`config.mk`:
```
export PLATFORM = sky130hd
export DESIGN_NAME = image_window_sequencer
export DESIGN_NICKNAME = d
export VERILOG_FILES = /design/src/rtl/image_window_sequencer.sv
export SDC_FILE = /design/constraint.sdc
export NUM_CORES = 1
export LEC_CHECK = 0
export CAP_MARGIN = 20
export CORE_MARGIN = 2
export CORE_UTILIZATION = 40
export CTS_CLUSTER_DIAMETER = 40
export DETAILED_ROUTE_END_ITERATION = 10
export REMOVE_ABC_BUFFERS = 1
export SLEW_MARGIN = 20
export SYNTH_ARGS = -nofsm -noshare
export SYNTH_HDL_FRONTEND = slang
export SYNTH_SLANG_ARGS = --single-unit
```
`constraint.sdc`:
```
create_clock -name clk -period 15.2 [get_ports clk]
set_clock_uncertainty 0.05 [all_clocks]
set_input_delay 3.04 -clock clk [delete_from_list [all_inputs] [get_ports clk]]
set_output_delay 3.04 -clock clk [all_outputs]
set_load 0.02 [all_outputs]
```
`src/rtl/image_window_sequencer.sv`:
```
// Walks every 3x3 window of an image: fetches 9 pixels, pushes them to a filter slave,
// reads back the filter result and stores it. Optional macro: WINDOW_SEQ_CYCLE_COUNT_EN.
module image_window_sequencer #(
  parameter int IMG_WIDTH  = 8,
  parameter int IMG_HEIGHT = 8,
  parameter int ADDR_W     = 16
) (
  input  logic              clk,
  input  logic              reset,
  input  logic              start,
  input  logic              abort,
  output logic              busy,
  output logic              done,
  output logic              aborted,
  output logic [ADDR_W-1:0] src_address,
  output logic              src_read,
  input  logic [31:0]       src_readdata,
  input  logic              src_waitrequest,
  output logic [4:0]        f_address,
  output logic              f_write,
  output logic [31:0]       f_writedata,
  output logic              f_read,
  input  logic [31:0]       f_readdata,
  input  logic              f_waitrequest,
  output logic [ADDR_W-1:0] dst_address,
  output logic              dst_write,
  output logic [31:0]       dst_writedata,
  input  logic              dst_waitrequest
`ifdef WINDOW_SEQ_CYCLE_COUNT_EN
  ,
  output logic [31:0]       cycle_count
`endif
);

  localparam logic [ADDR_W-1:0] L_W      = ADDR_W'(IMG_WIDTH);
  localparam logic [ADDR_W-1:0] L_OUT_W  = ADDR_W'(IMG_WIDTH - 2);
  localparam logic [ADDR_W-1:0] L_LAST_C = ADDR_W'(IMG_WIDTH - 3);
  localparam logic [ADDR_W-1:0] L_LAST_R = ADDR_W'(IMG_HEIGHT - 3);

  typedef enum logic [2:0] {
    S_IDLE, S_FETCH, S_PUSH, S_RESULT, S_STORE, S_NEXT, S_DONE
  } state_t;

  state_t            r_state, w_state_nxt;
  logic [ADDR_W-1:0] r_row, r_col, w_row_nxt, w_col_nxt;
  logic [3:0]        r_k, w_k_nxt;
  logic [23:0]       r_pix, w_pix_nxt;
  logic [7:0]        r_res, w_res_nxt;
  logic              w_aborted_nxt;
  logic              w_busy_nxt, w_done_nxt;
  logic              w_src_read_nxt, w_f_write_nxt, w_f_read_nxt, w_dst_write_nxt;
  logic [ADDR_W-1:0] w_src_address_nxt, w_dst_address_nxt;
  logic [4:0]        w_f_address_nxt;
  logic [31:0]       w_f_writedata_nxt, w_dst_writedata_nxt;

  function automatic logic [ADDR_W-1:0] win_src_addr(input logic [ADDR_W-1:0] row,
                                                     input logic [ADDR_W-1:0] col,
                                                     input logic [3:0]        k);
    logic [ADDR_W-1:0] kr, kc;
    kr = ADDR_W'(k / 4'd3);
    kc = ADDR_W'(k % 4'd3);
    return (row + kr) * L_W + col + kc;
  endfunction

  // Next state, window indices and latched data; abort is honoured only on handshake completion.
  always_comb begin
    w_state_nxt   = r_state;
    w_row_nxt     = r_row;
    w_col_nxt     = r_col;
    w_k_nxt       = r_k;
    w_pix_nxt     = r_pix;
    w_res_nxt     = r_res;
    w_aborted_nxt = aborted;
    case (r_state)
      S_IDLE: begin
        if (start && !abort) begin
          w_state_nxt   = S_FETCH;
          w_row_nxt     = '0;
          w_col_nxt     = '0;
          w_k_nxt       = 4'd0;
          w_aborted_nxt = 1'b0;
        end else begin
          w_state_nxt = S_IDLE;
        end
      end
      S_FETCH: begin
        if (!src_waitrequest) begin
          w_pix_nxt = src_readdata[23:0];
          if (abort) begin
            w_state_nxt   = S_IDLE;
            w_aborted_nxt = 1'b1;
          end else begin
            w_state_nxt = S_PUSH;
          end
        end else begin
          w_state_nxt = S_FETCH;
        end
      end
      S_PUSH: begin
        if (!f_waitrequest) begin
          if (abort) begin
            w_state_nxt   = S_IDLE;
            w_aborted_nxt = 1'b1;
          end else if (r_k < 4'd8) begin
            w_k_nxt     = r_k + 4'd1;
            w_state_nxt = S_FETCH;
          end else begin
            w_state_nxt = S_RESULT;
          end
        end else begin
          w_state_nxt = S_PUSH;
        end
      end
      S_RESULT: begin
        if (!f_waitrequest) begin
          w_res_nxt = f_readdata[7:0];
          if (abort) begin
            w_state_nxt   = S_IDLE;
            w_aborted_nxt = 1'b1;
          end else begin
            w_state_nxt = S_STORE;
          end
        end else begin
          w_state_nxt = S_RESULT;
        end
      end
      S_STORE: begin
        if (!dst_waitrequest) begin
          if (abort) begin
            w_state_nxt   = S_IDLE;
            w_aborted_nxt = 1'b1;
          end else begin
            w_state_nxt = S_NEXT;
          end
        end else begin
          w_state_nxt = S_STORE;
        end
      end
      S_NEXT: begin
        if (abort) begin
          w_state_nxt   = S_IDLE;
          w_aborted_nxt = 1'b1;
        end else begin
          w_k_nxt = 4'd0;
          if (r_col == L_LAST_C) begin
            w_col_nxt = '0;
            if (r_row == L_LAST_R) begin
              w_state_nxt = S_DONE;
            end else begin
              w_row_nxt   = r_row + {{(ADDR_W-1){1'b0}}, 1'b1};
              w_state_nxt = S_FETCH;
            end
          end else begin
            w_col_nxt   = r_col + {{(ADDR_W-1){1'b0}}, 1'b1};
            w_state_nxt = S_FETCH;
          end
        end
      end
      S_DONE:  w_state_nxt = S_IDLE;
      default: w_state_nxt = S_IDLE;
    endcase
  end

  // Bus outputs derived from the next state so every strobe, address and data is a flop.
  always_comb begin
    w_busy_nxt          = (w_state_nxt != S_IDLE);
    w_done_nxt          = (w_state_nxt == S_DONE);
    w_src_read_nxt      = (w_state_nxt == S_FETCH);
    w_f_write_nxt       = (w_state_nxt == S_PUSH);
    w_f_read_nxt        = (w_state_nxt == S_RESULT);
    w_dst_write_nxt     = (w_state_nxt == S_STORE);
    w_src_address_nxt   = src_address;
    w_f_address_nxt     = f_address;
    w_f_writedata_nxt   = f_writedata;
    w_dst_address_nxt   = dst_address;
    w_dst_writedata_nxt = dst_writedata;
    case (w_state_nxt)
      S_FETCH:  w_src_address_nxt = win_src_addr(w_row_nxt, w_col_nxt, w_k_nxt);
      S_PUSH: begin
        w_f_address_nxt   = {1'b0, w_k_nxt};
        w_f_writedata_nxt = {8'h00, w_pix_nxt};
      end
      S_RESULT: w_f_address_nxt = 5'd0;
      S_STORE: begin
        w_dst_address_nxt   = w_row_nxt * L_OUT_W + w_col_nxt;
        w_dst_writedata_nxt = {24'h000000, w_res_nxt};
      end
      default:  w_src_address_nxt = src_address;
    endcase
  end

  // State, index and output registers.
  always_ff @(posedge clk or posedge reset) begin
    if (reset) begin
      r_state       <= S_IDLE;
      r_row         <= '0;
      r_col         <= '0;
      r_k           <= 4'd0;
      r_pix         <= 24'd0;
      r_res         <= 8'd0;
      busy          <= 1'b0;
      done          <= 1'b0;
      aborted       <= 1'b0;
      src_read      <= 1'b0;
      src_address   <= '0;
      f_write       <= 1'b0;
      f_read        <= 1'b0;
      f_address     <= 5'd0;
      f_writedata   <= 32'd0;
      dst_write     <= 1'b0;
      dst_address   <= '0;
      dst_writedata <= 32'd0;
    end else begin
      r_state       <= w_state_nxt;
      r_row         <= w_row_nxt;
      r_col         <= w_col_nxt;
      r_k           <= w_k_nxt;
      r_pix         <= w_pix_nxt;
      r_res         <= w_res_nxt;
      busy          <= w_busy_nxt;
      done          <= w_done_nxt;
      aborted       <= w_aborted_nxt;
      src_read      <= w_src_read_nxt;
      src_address   <= w_src_address_nxt;
      f_write       <= w_f_write_nxt;
      f_read        <= w_f_read_nxt;
      f_address     <= w_f_address_nxt;
      f_writedata   <= w_f_writedata_nxt;
      dst_write     <= w_dst_write_nxt;
      dst_address   <= w_dst_address_nxt;
      dst_writedata <= w_dst_writedata_nxt;
    end
  end

`ifdef WINDOW_SEQ_CYCLE_COUNT_EN
  // Saturating busy-cycle counter; value includes the current busy cycle.
  always_ff @(posedge clk or posedge reset) begin
    if (reset) begin
      cycle_count <= 32'd0;
    end else if (r_state == S_IDLE && start && !abort) begin
      cycle_count <= 32'd1;
    end else if (w_busy_nxt && cycle_count != 32'hFFFF_FFFF) begin
      cycle_count <= cycle_count + 32'd1;
    end else begin
      cycle_count <= cycle_count;
    end
  end
`endif

endmodule

```
======== After elaboration in Yosys (flattened, before gate mapping) ========
Index checks and enable logic that the tools add are counted.
storage, ports and cells
  register bits ........................... 147
  word-level logic and storage cells ...... 93
cells by class
  add/subtract/negate cells ............... 7
  multiply operators ...................... 1
  divide/modulo/power cells ............... 2
  magnitude comparators ................... 1
  eq/ne operators ......................... 16
  muxes and demuxes ....................... 40
  reduce and logical (&&, ||, !) cells .... 8
operators by type and width
  operator                                               count
  two-way mux 16 bit                                     7
  one-hot mux 16 bit (2 select lines)                    2
  adder 16 bit                                           3
  two-way mux 24 bit                                     2
  adder 16 x 1 -> 16 bit, second input constant          2
  equality test 16 x 3 -> 1 bit, second input constant   2
  two-way mux 3 bit                                      9
  two-way mux 4 bit                                      5
  one-hot mux 3 bit (6 select lines)                     1
  divider 4 x 2 -> 16 bit, second input constant         1
  remainder unit 4 x 2 -> 16 bit, second input constant  1
  multiplier 16 x 2 -> 15 bit, second input constant     1
  two-way mux 8 bit                                      2
  adder 13 bit                                           1
  equality test 3 x 2 -> 1 bit, second input constant    4
  equality test 3 bit, second input constant             4
  one-hot mux 4 bit (3 select lines)                     1
  one-hot mux 5 bit (2 select lines)                     1
  != test 2 bit, second input constant                   4
  equality test 3 x 1 -> 1 bit, second input constant    2
  two-way mux 1 bit                                      6
  two-way mux 2 bit                                      3
  one-hot mux 1 bit (5 select lines)                     1
  AND reduction 5 bit                                    1
  other kinds (9)                                        9

======== Logic depth before layout (Yosys ltp) ========
Gate-level depths: netlist (run 1).
  depth in word-level cells ............... 9
  depth in mapped cells ................... 32

======== Least setup slack after synthesis (run 1) ========
No wires, ideal clock.
  kind .................................... input to register
  start point ............................. input abort
  end point ............................... register src_address[15]
  setup time .............................. 0.132 ns
  arrival ................................. 8.693 ns
  required time ........................... 15.018 ns
  path slack .............................. 6.325 ns
  stages .................................. 31
  path buffers ............................ 1
  cell sequence ........................... clkbuf_1 -> nor2_1 -> a41o_1 -> a32oi_2 -> inv_2 -> nor3_1 -> ha_1 -> inv_1 -> ha_1 -> nor2b_1 -> a21o_1 -> and2_1 -> inv_1 -> ha_1 -> inv_1 -> fa_1 -> inv_1 -> a21oi_1 -> a311oi_1 -> and2_1 -> nand2_1 -> xnor2_1 -> fa_1 -> ha_1 -> or3_1 -> o21ai_0 -> a21oi_1 -> a21o_1 -> a21oi_1 -> xnor2_1 -> o21ai_1
on the way
  longest elaborated chain between the ends .. 8
  elaborated cells on any way between the ends .. 30
  classes of those cells .................. add/sub (3); div (2); eq/ne (1); mux (22); reduce/logical (2)
ends and longest elaborated chain
  item                                  RTL line  source
  start, declared                       11        input logic abort,
  logical NOT 1 bit                     76        if (start && !abort) begin
  logical AND 1 bit                     76
  two-way mux 4 bit                     76
  one-hot mux 4 bit (3 select lines) *  74        case (r_state)
  named net w_k_nxt[3]                  46        logic [3:0] r_k, w_k_nxt;
  divider 4 x 2 -> 16 bit               60        kr = ADDR_W'(k / 4'd3);
  adder 13 bit                          62        return (row + kr) * L_W + col + kc;
  adder 16 bit                          62
  adder 16 bit *                        62
  end signal, assigned                  224       src_address <= w_src_address_nxt;
  end, declared                         15        output logic [ADDR_W-1:0] src_address,
The timed path passes the listed nets; every way through them passes the cells marked *.
A chain may end at the register's enable or synchronous reset.

======== Final worst setup path (run 1) ========
Same ends and word-level chain as after synthesis.

==> flow_summary.yaml, run 1 <==
synth:
  yosys.area.top_type: "dfrtp_1"
  netlist_instances: 934
  yosysTopAreaCellShare_pct: 40.3
  synthArstFlopShare_pct: 100
  ys_seq_elements: 146
  yosysSeqAreaShare_pct: 40.3
  synth_edf_count: 0
  synth-main-ff-cell: "dfrtp_1"
  synth_area_um2: 9060
  synthDistinctLibCells: 73
  avgSynthCellArea_um2: 9.70
  yosysWarnings: 0
  synth.area.top_cells: "dfrtp_1 (40%), ha_1 (7.6%), mux2_2 (6.7%), nand2_1 (5.2%), fa_1 (3.5%)"
layout:
  diodes: 0
  layout-drive-gt1-share_pct: 10.4
  fill_cells: 2088
  fin_util_pct: 49.0
  stdcell_count: 1340
  finalNetCount: 1184
  area_growth_pct: 21.3
sta:
  rsz0062_at_grt: "no"
  max_slew.worst_pin.slew_ps: 877
  hold_viol_final: 0
  slew_viol_final: 0
  fmax_mhz: 99.4
  maxSlewHeadroom_pct: 40.9
  post-route-min-period_ps: 10060
  setup-tns-final_ps: 0
  min_period_over_period_pct: 66.2
  setup_viol: 0
  fin_hold_ws_ps: 426
power_and_ir_drop:
  power_density_nw_per_um2: 125
  p_leak_nw: 5.10
  irDropWorstVdd_uv: 58.6
drt:
  drc_errors: 0
  vias_per_cell: 5.18
  ant_nets: 0
  wl_per_cell_um: 15.5
  drtIter0Drc: 459
  vias: 6937
  drtPass1Iterations: 5
  routed_wl_um: 20800
setup_path:
  path_common_cell: "ha_1"
  worst-path-max-fanout: 18
  worstSetupEndpointType: "flip-flop"
  arrival_ps: 10290
  endpoint: "src_address[15]$_DFFE_PP0P_"
  cp_slowest_stage_delay_ps: 770
  r2r-start: "r_state[2]$_DFF_PP0_"
  reg2reg_depth: 30
  critPathRequiredTime_ps: 15430
  startpoint_type: "primary input"
  startpoint: "abort"
  path_depth: 32
  path_delay_family: "adder cells"
  r2r_setup_slack_ps: 7460
  reg2reg_to: "src_address[15]$_DFFE_PP0P_"
  crit_path_top_delay_cell: "clkdlybuf4s50_1"
  critPathBufInv: 6
  path_class: "primary input to flip-flop"
clocking:
  clk_pin_slew_worst_paths_ps: 70
  cts_tree: "yes"
  cts_hold_buf: 0
  clock_latency_ps: 430
  post_cts_buffers: 0
  clock-sinks: 146
  cts-root-buf: "clkbuf_16"
  cts_max_level: 4
  cts.path.max_buffers: 2
  ctsResizeCount: 0
  cts_buffers: 17
placed_design:
  gp_congestion: 0.894
  place_inst: 1307
  portBuffers: 113
  hpwl_um: 15200
global_route:
  antenna_found_initial: 0
  grt_overflow_total: 0
  grtUsageTotal_pct: 17.8
  grt_pass1_wl_um: 34000
  grt_start_max_net_pins: 75
  grt_pass1_vias: 6603
floorplan:
  die_area_um2: 23900
  num_rows: 55
  pin_count: 179
  die_h_um: 155
  initial_core_util_pct: 40.4
  die-width_um: 155
  core_um2: 22400
run_status:
  status: "completed"
worst_hold_path:
  hold_path_class: "flip-flop to flip-flop"
run:
  max_cap_viol_count: 0
per-stage QoR:
step | area (µm²) | worst slack, ps | total power [mW]
finish | 11000 | 5140 | 1.38
global route | 11000 | 4500 | 1.45
CTS | 11000 | 5180 | 1.40
detailed placement | 10400 | 4800 | 0.963
global placement | 10400 | 4790 | 0.953
floorplan | 8800 | 6030 | 0.789
cell usage after synthesis, types with 4 or more instances:
cell and n:
a21o_1 12, a21oi_1 42, a31oi_1 10, and2_1 4, and3_1 11, and4_1 5, buf_2 6, buf_4 35
clkbuf_1 20, dfrtp_1 146, fa_1 16, ha_1 55, inv_1 37, mux2_1 6, mux2_2 54, nand2_1 125
nand2b_1 9, nand3_1 22, nand4_1 8, nor2_1 47, nor2b_1 11, nor3_1 16, nor4_1 7, o21a_1 6
o21ai_0 56, o21ai_1 18, o21bai_1 6, o22ai_1 6, o31ai_1 12, or4_1 4, xnor2_1 35, xor2_1 21
cells in the final DEF, fill, tap and decap left out, types with 21 or more instances in the layout:
cell type | synthesis | routed
a21oi_1 | 42 | 42
xnor2_1 | 35 | 35
conb_1 | 1 | 33
inv_1 | 37 | 36
mux2_2 | 54 | 54
xor2_1 | 21 | 21
clkdlybuf4s50_1 | 0 | 113
o21ai_0 | 56 | 56
nor2_1 | 47 | 47
nand2_1 | 125 | 125
dfrtp_1 | 146 | 146
ha_1 | 55 | 55
nand3_1 | 22 | 22
registers in the layout, indices dropped and copies added (netlist names), 3 cells and up, named ones only:
signal and flops:
dst_address 16, dst_writedata 8, f_address 4, f_writedata 24, r_col 16, r_k 4, r_pix 24, r_res 8
r_row 15, r_state 3, src_address 16
area by class of cell:
| class | instances | area, µm² | share of cell area (%) |
|---|---|---|---|
| Clock buffer | 17 | 425 | 3.87 |
| Clock inverter | 15 | 186 | 1.70 |
| Inverter | 39 | 151 | 1.38 |
| Multi-Input combinational cell | 717 | 5010 | 45.6 |
| Sequential cell | 146 | 3650 | 33.2 |
| Tap cell | 285 | 357 | 3.24 |
| Timing Repair Buffer | 121 | 1210 | 11.0 |
worst register-to-register path: cells and delay by family (launching register included):
family,cells,cell delay (ps)
AOI/OAI and AO/OA,8,1840
adders and majority gates,6,1940
buffers and inverters,5,490
and+or+nand+nor,8,2070
DFF,1,620
xor gates and xnor gates,3,580
per-layer routing:
| layer | global-route usage [%] | up-vias | share of wire (%) |
|---|---|---|---|
| met1 | 24.4 | 3265 | 47 |
| met3 | 3.70 | 29 | 4.6 |
| met5 | 0 | - | 0 |
| met4 | 6.66 | 0 | 2.4 |
| met2 | 27.9 | 190 | 46 |
| li1 | - | 3453 | - |
cells by family (layout without fill, tap and decap cells):
family / after synthesis / in the layout / synth area share [%]
adders and majority gates: 71 / 71 / 11.1
buffers and inverters: 103 / 192 / 5.80
xor gates and xnor gates: 56 / 56 / 5.41
DFF: 146 / 146 / 40.3
other: 1 / 33 / 0.0414
AOI/OAI and AO/OA: 199 / 199 / 13.7
muxes: 62 / 62 / 7.68
and+or+nand+nor: 296 / 296 / 15.9
worst min path at each step:
stage / start / slack [ps] / to / cells past startpoint
2_1_floorplan: r_pix[10]$_DFF_PP0_ / 420 / r_pix[10]$_DFF_PP0_ / 1
3_3_place_gp: dst_address[0]$_DFFE_PP0P_ / 410 / dst_address[0]$_DFFE_PP0P_ / 2
3_5_place_dp: dst_writedata[3]$_DFFE_PP0P_ / 410 / dst_writedata[3]$_DFFE_PP0P_ / 2
4_1_cts: dst_writedata[3]$_DFFE_PP0P_ / 430 / dst_writedata[3]$_DFFE_PP0P_ / 2
5_1_grt: dst_writedata[3]$_DFFE_PP0P_ / 450 / dst_writedata[3]$_DFFE_PP0P_ / 2
6_report: f_address[2]$_DFFE_PP0P_ / 430 / f_address[2]$_DFFE_PP0P_ / 2
where the power goes:
| group | total, mW | switching, mW | internal, mW |
|---|---|---|---|
| logic | 0.417 | 0.217 | 0.200 |
| clock network | 0.428 | 0.204 | 0.224 |
| registers | 0.532 | 0.0446 | 0.487 |
No activity file was read; power rests on OpenSTA's default activity.
==> inputs of run 2 (changes only) <==
==> constraint.sdc (replaced) <==
create_clock -name clk -period 9.56 [get_ports clk]
set_clock_uncertainty 0.05 [all_clocks]
set_input_delay 1.912 -clock clk [delete_from_list [all_inputs] [get_ports clk]]
set_output_delay 1.912 -clock clk [all_outputs]
set_load 0.02 [all_outputs]
==> flow_summary.yaml, run 2 (same netlist as run 1, synthesis figures left out) <==
run_status:
  status: "completed"
clocking:
  cts_tree: "yes"
  cts_buffers: 17
  ctsResizeCount: 0
  clock_latency_ps: 430
  clk_pin_slew_worst_paths_ps: 70
  clock-sinks: 146
  post_cts_buffers: 0
  cts_max_level: 4
  cts.path.max_buffers: 2
  cts_hold_buf: 0
  cts-root-buf: "clkbuf_16"
sta:
  fin_hold_ws_ps: 426
  setup-tns-final_ps: 0
  post-route-min-period_ps: 8370
  setup_viol: 0
  rsz0062_at_grt: "no"
  fmax_mhz: 119
  min_period_over_period_pct: 87.6
  maxSlewHeadroom_pct: 34.3
  slew_viol_final: 0
  max_slew.worst_pin.slew_ps: 974
  hold_viol_final: 0
power_and_ir_drop:
  p_leak_nw: 5.09
  pwr-share-seq_pct: 38.6
  swShare_pct: 33.9
  power_density_nw_per_um2: 200
  p_int_mw: 1.45
  irDropWorstVdd_uv: 92.2
  netSwitchingPower_mw: 0.743
  p_comb_share_pct: 30.4
  clkPwrFrac_pct: 31.0
floorplan:
  core_um2: 22400
  num_rows: 55
  die-width_um: 155
  die_area_um2: 23900
  initial_core_util_pct: 40.4
  pin_count: 179
  die_h_um: 155
drt:
  routed_wl_um: 20800
  drc_errors: 0
  drtPass1Iterations: 5
  ant_nets: 0
  wl_per_cell_um: 15.5
  vias: 7049
  drtIter0Drc: 351
  vias_per_cell: 5.26
setup_path:
  arrival_ps: 8610
  cp_slowest_stage_delay_ps: 590
  startpoint_type: "primary input"
  crit_path_top_delay_cell: "clkdlybuf4s50_1"
  critPathRequiredTime_ps: 9800
  worstSetupEndpointType: "flip-flop"
  worst-path-max-fanout: 10
  path_class: "primary input to flip-flop"
placed_design:
  gp_congestion: 0.868
  portBuffers: 113
  hpwl_um: 15500
layout:
  layout-drive-gt1-share_pct: 10.4
  final_cell_mix: "dfrtp_1 (146), nand2_1 (125), clkdlybuf4s50_1 (113)"
  layout_commonest_cell: "dfrtp_1"
  top_regs: "f_writedata (24), r_pix (24)"
  area_growth_pct: 21.1
  finalNetCount: 1184
  diodes: 0
global_route:
  grt_start_max_net_pins: 80
  grt_pass1_vias: 6700
  grt_overflow_total: 0
  antenna_found_initial: 0
  grt_pass1_wl_um: 34200
  grtUsageTotal_pct: 17.9
worst_hold_path:
  hold_path_class: "flip-flop to flip-flop"
run:
  max_cap_viol_count: 0
==> run 2: area by class of cell <==
cell class / instances / area [µm²]
Clock buffer: 17 / 425
Clock inverter: 15 / 184
Fill cell: 2085 / 11500
Inverter: 39 / 151
Multi-Input combinational cell: 717 / 5010
Sequential cell: 146 / 3650
Tap cell: 285 / 357
Timing Repair Buffer: 121 / 1190
==> run 2: power groups by stage <==
stage,registers (mW),clock network (mW),logic [mW]
2_1_floorplan,0.951,0,0.304
3_3_place_gp,0.854,0,0.662
3_5_place_dp,0.861,0,0.674
4_1_cts,0.848,0.699,0.676
5_1_grt,0.866,0.728,0.725
6_report,0.846,0.680,0.667
==> run 2: worst max-delay path: cells and delay by family <==
kind	cells	cell delay, ps
adders and majority gates	6	1790
xor gates and xnor gates	3	480
buffers and inverters	7	1400
and+or+nand+nor	6	1560
AOI/OAI and AO/OA	8	1460
==> run 2: through the flow <==
step	util, %	instances	power (mW)	setup WS, ps	instance area [µm²]
6_report	48.9	1340	2.19	1190	11000
4_1_cts	48.9	1340	2.22	1240	11000
3_5_place_dp	46.2	1308	1.54	827	10400
5_1_grt	48.9	1340	2.32	650	11000
3_3_place_gp	46.2	1308	1.52	860	10400
2_1_floorplan	-	902	1.25	1520	8800
==> run 2: worst paths after layout <==
path | start | endpoint | slack (ps) | cells past startpoint
max reg2reg | r_state[2]$_DFF_PP0_ | src_address[15]$_DFFE_PP0P_ | 2120 | 28
max | abort | src_address[15]$_DFFE_PP0P_ | 1190 | 30
min | dst_address[2]$_DFFE_PP0P_ | dst_address[2]$_DFFE_PP0P_ | 430 | 2
min reg2reg | dst_address[2]$_DFFE_PP0P_ | dst_address[2]$_DFFE_PP0P_ | 430 | 2
max in group asynchronous | reset | r_row[3]$_DFF_PP0_ | 6340 | 3
min in group asynchronous | reset | r_pix[2]$_DFF_PP0_ | 1880 | 2
==> run 2: layer usage <==
metal,up-vias,GRT usage [%],share of wire [%]
met5,-,0,0
met4,0,6.48,1.9
met3,25,2.86,4.6
met2,204,29.0,46
met1,3369,24.3,47
li1,3451,-,-
